**src/rtl/mem_1r1w_masked_32x64_ctrl.sv**
```systemverilog
// Controller for a 32x64 1R1W byte-masked SRAM: zero-fill sweep after reset, then
// pass-through writes and pipelined reads with write-first collision merge and a 2-deep response FIFO.
module mem_1r1w_masked_32x64_ctrl (
  input  logic        clock,
  input  logic        reset_n,
  input  logic        wr_valid,
  output logic        wr_ready,
  input  logic [4:0]  wr_addr,
  input  logic [63:0] wr_data,
  input  logic [7:0]  wr_mask,
  input  logic        rd_req_valid,
  output logic        rd_req_ready,
  input  logic [4:0]  rd_req_addr,
  output logic        rd_resp_valid,
  input  logic        rd_resp_ready,
  output logic [63:0] rd_resp_data,
  output logic        init_done,
  output logic [4:0]  R0_addr,
  output logic        R0_en,
  input  logic [63:0] R0_data,
  output logic [4:0]  W0_addr,
  output logic        W0_en,
  output logic [63:0] W0_data,
  output logic [7:0]  W0_mask
);
  localparam int unsigned AW = 5;
  localparam int unsigned DW = 64;
  localparam int unsigned MW = 8;
  localparam int unsigned BW = DW / MW;

  typedef enum logic {INIT = 1'b0, RUN = 1'b1} state_t;

  state_t        state;
  logic [AW-1:0] cnt;
  logic          run;
  logic          inflight;
  logic [DW-1:0] byp_bits;
  logic [DW-1:0] byp_data;
  logic [DW-1:0] fifo_q [2];
  logic          fifo_wp;
  logic          fifo_rp;
  logic [1:0]    fifo_cnt;
  logic          pop;
  logic [2:0]    occ;
  logic [DW-1:0] wmask_bits;
  logic [DW-1:0] merged;
  logic          collide;

  assign run = (state == RUN);

  // Byte mask expanded to a bit mask
  always_comb begin
    wmask_bits = '0;
    for (int i = 0; i < int'(MW); i++) begin
      wmask_bits[i*BW +: BW] = {BW{wr_mask[i]}};
    end
  end

  // Write port: zero sweep in INIT, pass-through in RUN; held quiet while in reset
  always_comb begin
    W0_en   = 1'b0;
    W0_addr = '0;
    W0_data = '0;
    W0_mask = '0;
    if (reset_n) begin
      if (run) begin
        W0_en   = wr_valid;
        W0_addr = wr_addr;
        W0_data = wr_data;
        W0_mask = wr_mask;
      end else begin
        W0_en   = 1'b1;
        W0_addr = cnt;
        W0_mask = '1;
      end
    end
  end

  // Read admission counts in-flight data plus queued entries, less this cycle's pop
  assign rd_resp_valid = (fifo_cnt != 2'd0);
  assign rd_resp_data  = fifo_q[fifo_rp];
  assign pop           = rd_resp_valid && rd_resp_ready;
  assign occ           = 3'(fifo_cnt) + 3'(inflight) - 3'(pop);
  assign rd_req_ready  = run && (occ < 3'd2);
  assign R0_en         = rd_req_valid && rd_req_ready;
  assign R0_addr       = run ? rd_req_addr : '0;
  assign collide       = R0_en && wr_valid && (wr_addr == rd_req_addr);
  assign merged        = (R0_data & ~byp_bits) | (byp_data & byp_bits);

  always_ff @(posedge clock or negedge reset_n) begin
    if (!reset_n) begin
      state     <= INIT;
      cnt       <= '0;
      init_done <= 1'b0;
      wr_ready  <= 1'b0;
      inflight  <= 1'b0;
      byp_bits  <= '0;
      byp_data  <= '0;
      fifo_q[0] <= '0;
      fifo_q[1] <= '0;
      fifo_wp   <= 1'b0;
      fifo_rp   <= 1'b0;
      fifo_cnt  <= '0;
    end else begin
      if (state == INIT) begin
        cnt <= cnt + AW'(1);
        if (cnt == '1) begin
          state     <= RUN;
          init_done <= 1'b1;
          wr_ready  <= 1'b1;
        end
      end
      inflight <= R0_en;
      // Capture same-cycle write bytes so the returning read sees them (write-first)
      byp_bits <= collide ? wmask_bits : '0;
      byp_data <= wr_data;
      if (inflight) begin
        fifo_q[fifo_wp] <= merged;
        fifo_wp         <= ~fifo_wp;
      end
      if (pop) begin
        fifo_rp <= ~fifo_rp;
      end
      fifo_cnt <= fifo_cnt + 2'(inflight) - 2'(pop);
    end
  end
endmodule

```
**config.mk**
```make
export PLATFORM = sky130hd
export DESIGN_NAME = mem_1r1w_masked_32x64_ctrl
export DESIGN_NICKNAME = d
export VERILOG_FILES = /design/src/rtl/mem_1r1w_masked_32x64_ctrl.sv
export SDC_FILE = /design/constraint.sdc
export NUM_CORES = 1
export LEC_CHECK = 0
export CAP_MARGIN = 25
export CORE_MARGIN = 2
export CORE_UTILIZATION = 46
export DETAILED_ROUTE_END_ITERATION = 7
export PLACE_DENSITY = 0.84
export SLEW_MARGIN = 20
export SYNTH_ARGS = -nofsm -noshare
export SYNTH_HDL_FRONTEND = slang
export SYNTH_SLANG_ARGS = --single-unit
export TNS_END_PERCENT = 100
```
**constraint.sdc**
```tcl
create_clock -name clock -period 3.6 [get_ports clock]
set_clock_uncertainty 0.2 [all_clocks]
set_input_delay 0.36 -clock clock [delete_from_list [all_inputs] [get_ports clock]]
set_output_delay 0.36 -clock clock [all_outputs]
set_load 0.01 [all_outputs]
```
==> impl_metrics.json <==
{
  "holdPathEnd": "byp_data[20]",
  "nets": 1237,
  "num_rows": 51,
  "postRouteAntennaNets": 0,
  "cts_buffer_depth": 3,
  "io_buffers": 302,
  "yosysWarnings": 0,
  "p_per_area_nw_per_um2": 746,
  "ctsHtreeMaxLevel": 1,
  "pwr-share-clk_pct": 23.2,
  "routed_wl_mm": 23.7,
  "synth.ff_latch_count": 212,
  "final_cells": 1359,
  "slew_headroom_pct": 48.5,
  "tightest_slew_ns": 0.772,
  "outcome": "completed",
  "critPathBufInv": 2,
  "period_needed_ns": 3.45,
  "placedCellCount": 1320,
  "reg2reg_to": "byp_bits[47]",
  "synth_area_per_cell_um2": 11.4,
  "cp_cell_sequence": "or2_2 > and2_1 > ha_1 > inv_1 > ha_1 > fa_1 > nor2b_2 > and3_4 > clkbuf_2",
  "grt_overflow": 0,
  "clock.fmax_ghz": 0.290,
  "ff2ff_setup_slack_ns": 0.77,
  "hold_ws_ns": 0.128,
  "path_class": "reg -> out",
  "cts_tree": "built",
  "start_util_pct": 46.7,
  "fin_crit_sh_pct": 95.9,
  "crit_top_cell": "ha_1",
  "critPathCaptureType": "primary output",
  "drc": 0,
  "area_growth_pct": 42.8,
  "finalSetupViolCount": 0,
  "cp-start-kind": "flop",
  "synthDistinctLibCells": 29,
  "cts_setup_buffers": 0,
  "antennaDiodeCount": 0,
  "hp-class": "in -> reg",
  "leakage_nw": 5.52,
  "cp_top_family": "adder cells",
  "io_pins": 303,
  "place.gp.congestion": 0.790,
  "cts.clk_slew.worst_paths_ns": 0.06,
  "cts-root-buf": "clkbuf_16",
  "viasPerCell": 5.13,
  "slowest_delay_ns": 0.48,
  "track_usage_pct": 22.0,
  "cts_sinks": 212,
  "power_switching_mw": 3.01,
  "max_cap_viol_count": 0,
  "netlist_area_um2": 9100,
  "p_int_mw": 6.69,
  "cp_slowest_cell": "fa_1",
  "hpwl_mm": 16.7,
  "synthArstFlopShare_pct": 100,
  "synth-seq-area-share_pct": 58.3,
  "grt_first_pass_wirelength_mm": 36.1,
  "core-area_um2": 19500,
  "r2r_cells": 9,
  "combPwrFrac_pct": 39.7,
  "final.setup.tns_ns": 0,
  "detail_route.first_pass.iterations": 5,
  "dr_total_vias": 6976,
  "synth_edf_count": 0,
  "drv_slew": 0,
  "die_h_um": 145,
  "cp_data_arrival_time_ns": 2.89,
  "ir_drop_mv": 0.471,
  "hold_depth": 1,
  "insertion_delay_ns": 0.49,
  "synthCells": 800,
  "seqPwrFrac_pct": 37.1,
  "post_drt_wl_per_cell_um": 17.5,
  "grt_max_degree": 131,
  "cp.depth": 9,
  "dieArea_um2": 20900,
  "r2r-start": "fifo_cnt[1]",
  "min_from": "wr_data[20]",
  "grt_pass1_vias": 7074,
  "drive_above_1_share_pct": 11.6,
  "antenna_found_initial": 0,
  "switching_share_pct": 31.0,
  "final-hold-violation-count": 0,
  "synth_ff_type": "dfrtp_1",
  "cts_buffers": 23,
  "worst_ep_required_time_ns": 3.04,
  "syn-num-nets": 956,
  "die_x_um": 145,
  "drt_first_iter_violations": 264,
  "critPathMaxFanout": 3
}
==> cell usage in the layout (no fill, tap or decap) <==
cell type	n
dlygate4sd3_1	1
clkdlybuf4s50_1	299
o21ai_0	62
buf_8	1
buf_12	2
nand4_2	1
xnor2_1	8
and3_4	1
mux2i_1	69
buf_4	13
bufinv_16	1
dfrtp_2	2
dfrtp_1	210
nor2_1	64
clkbuf_16	23
ha_1	4
clkbuf_2	2
and2_4	1
mux2_2	66
nand4_1	2
clkbuf_8	6
or2_2	2
a21o_1	1
nor2b_1	5
xor2_1	2
nand2b_4	1
xor2_2	1
clkbuf_1	5
o21ai_1	2
a21boi_0	8
and3_1	65
nand2_1	65
fa_1	1
inv_1	13
clkinv_2	3
a21oi_1	64
o21a_1	1
and2_1	8
nor3_1	8
nor2b_2	1
==> synthesized netlist by cell type, types with 4 or more instances <==
cell type  number  area share [%]
clkbuf_2        8            0.44
mux2i_1        69             7.6
ha_1            4            0.55
and3_1         66             4.5
nor2_1         64             2.6
a21boi_0        8            0.66
buf_2          16            0.88
a21oi_1        64             3.5
mux2_2         66             8.2
xnor2_1         8            0.77
clkbuf_1       17            0.70
inv_1          13            0.54
and2_1          9            0.62
nor2b_1         6            0.41
o21ai_0        62             3.4
nor3_1          8            0.44
buf_4          18             1.5
nand2_1        65             2.7
dfrtp_1       212              58
==> per-stage QoR <==
stage               utilization [%]  cell area, µm²  power (mW)  setup WS [ns]
finish                         66.8           13000        9.70          0.148
global route                   66.8           13000        10.3       -0.00767
CTS                            66.8           13000        9.78        0.00284
detailed placement             63.0           12300        7.47          0.160
global placement               63.0           12300        7.33          0.197
floorplan                         -            9100        5.54          0.819
==> routing by layer <==
layer | vias to the layer above | global-route usage [%] | wire length, µm
li1 | 3303 | - | -
met1 | 3378 | 27.3 | 9360
met2 | 239 | 38.0 | 12000
met3 | 56 | 5.26 | 1570
met4 | 0 | 7.46 | 825
met5 | - | 0 | 0
==> state kept, by name, summed over array words and instances (netlist names) <==
| register | flops |
|---|---|
| byp_bits | 8 |
| byp_data | 64 |
| cnt | 5 |
| fifo_cnt | 2 |
| fifo_q | 128 |
| fifo_rp | 1 |
| fifo_wp | 1 |
| inflight | 1 |
| init_done | 1 |
| run | 1 |
==> area by class of cell <==
class                   count  area, µm²
clock buffers              34        677
clock inverters             4       45.0
fillers                  1471       6470
inverters                  13       48.8
multi-input cells         513       3420
flip-flops and latches    212       5310
well taps                 265        332
repair buffers            318       3170
==> worst max-delay path by stage <==
stage	from	end	slack, ns
after floorplan	fifo_cnt[1]	R0_en	0.82
after global placement	rd_resp_ready	R0_en	0.20
after detailed placement	rd_resp_ready	R0_en	0.16
after CTS	fifo_cnt[1]	R0_en	0.003
after global routing	fifo_cnt[1]	R0_en	-0.008
final	fifo_cnt[1]	R0_en	0.15
==> what timing repair did <==
| action | CTS | global route |
|---|---|---|
| setup endpoints to repair | 2 | 2 |
| resized for setup | 5 | 4 |
| hold buffers | 1 | 0 |
| endpoints found under the hold margin | 44 | 0 |
| pin swaps | 0 | 1 |
==> power by group through the flow <==
stage | clock [mW] | combinational [mW] | sequential (mW)
floorplan | 0 | 2.07 | 3.47
global placement | 0 | 3.75 | 3.58
detailed placement | 0 | 3.83 | 3.63
CTS | 2.30 | 3.88 | 3.60
global route | 2.39 | 4.17 | 3.70
finish | 2.25 | 3.85 | 3.60
==> cells by family after synthesis <==
family                     Yosys count  share of synthesized area, %
muxes                              135                          15.8
buffers and inverters               75                          4.41
AOI/OAI and AO/OA                  138                          7.87
DFF                                212                          58.3
and+or+nand+nor                    224                          11.8
adders and majority gates            5                         0.770
xor gates and xnor gates            11                          1.06
No activity file was read; power rests on OpenSTA's default activity.
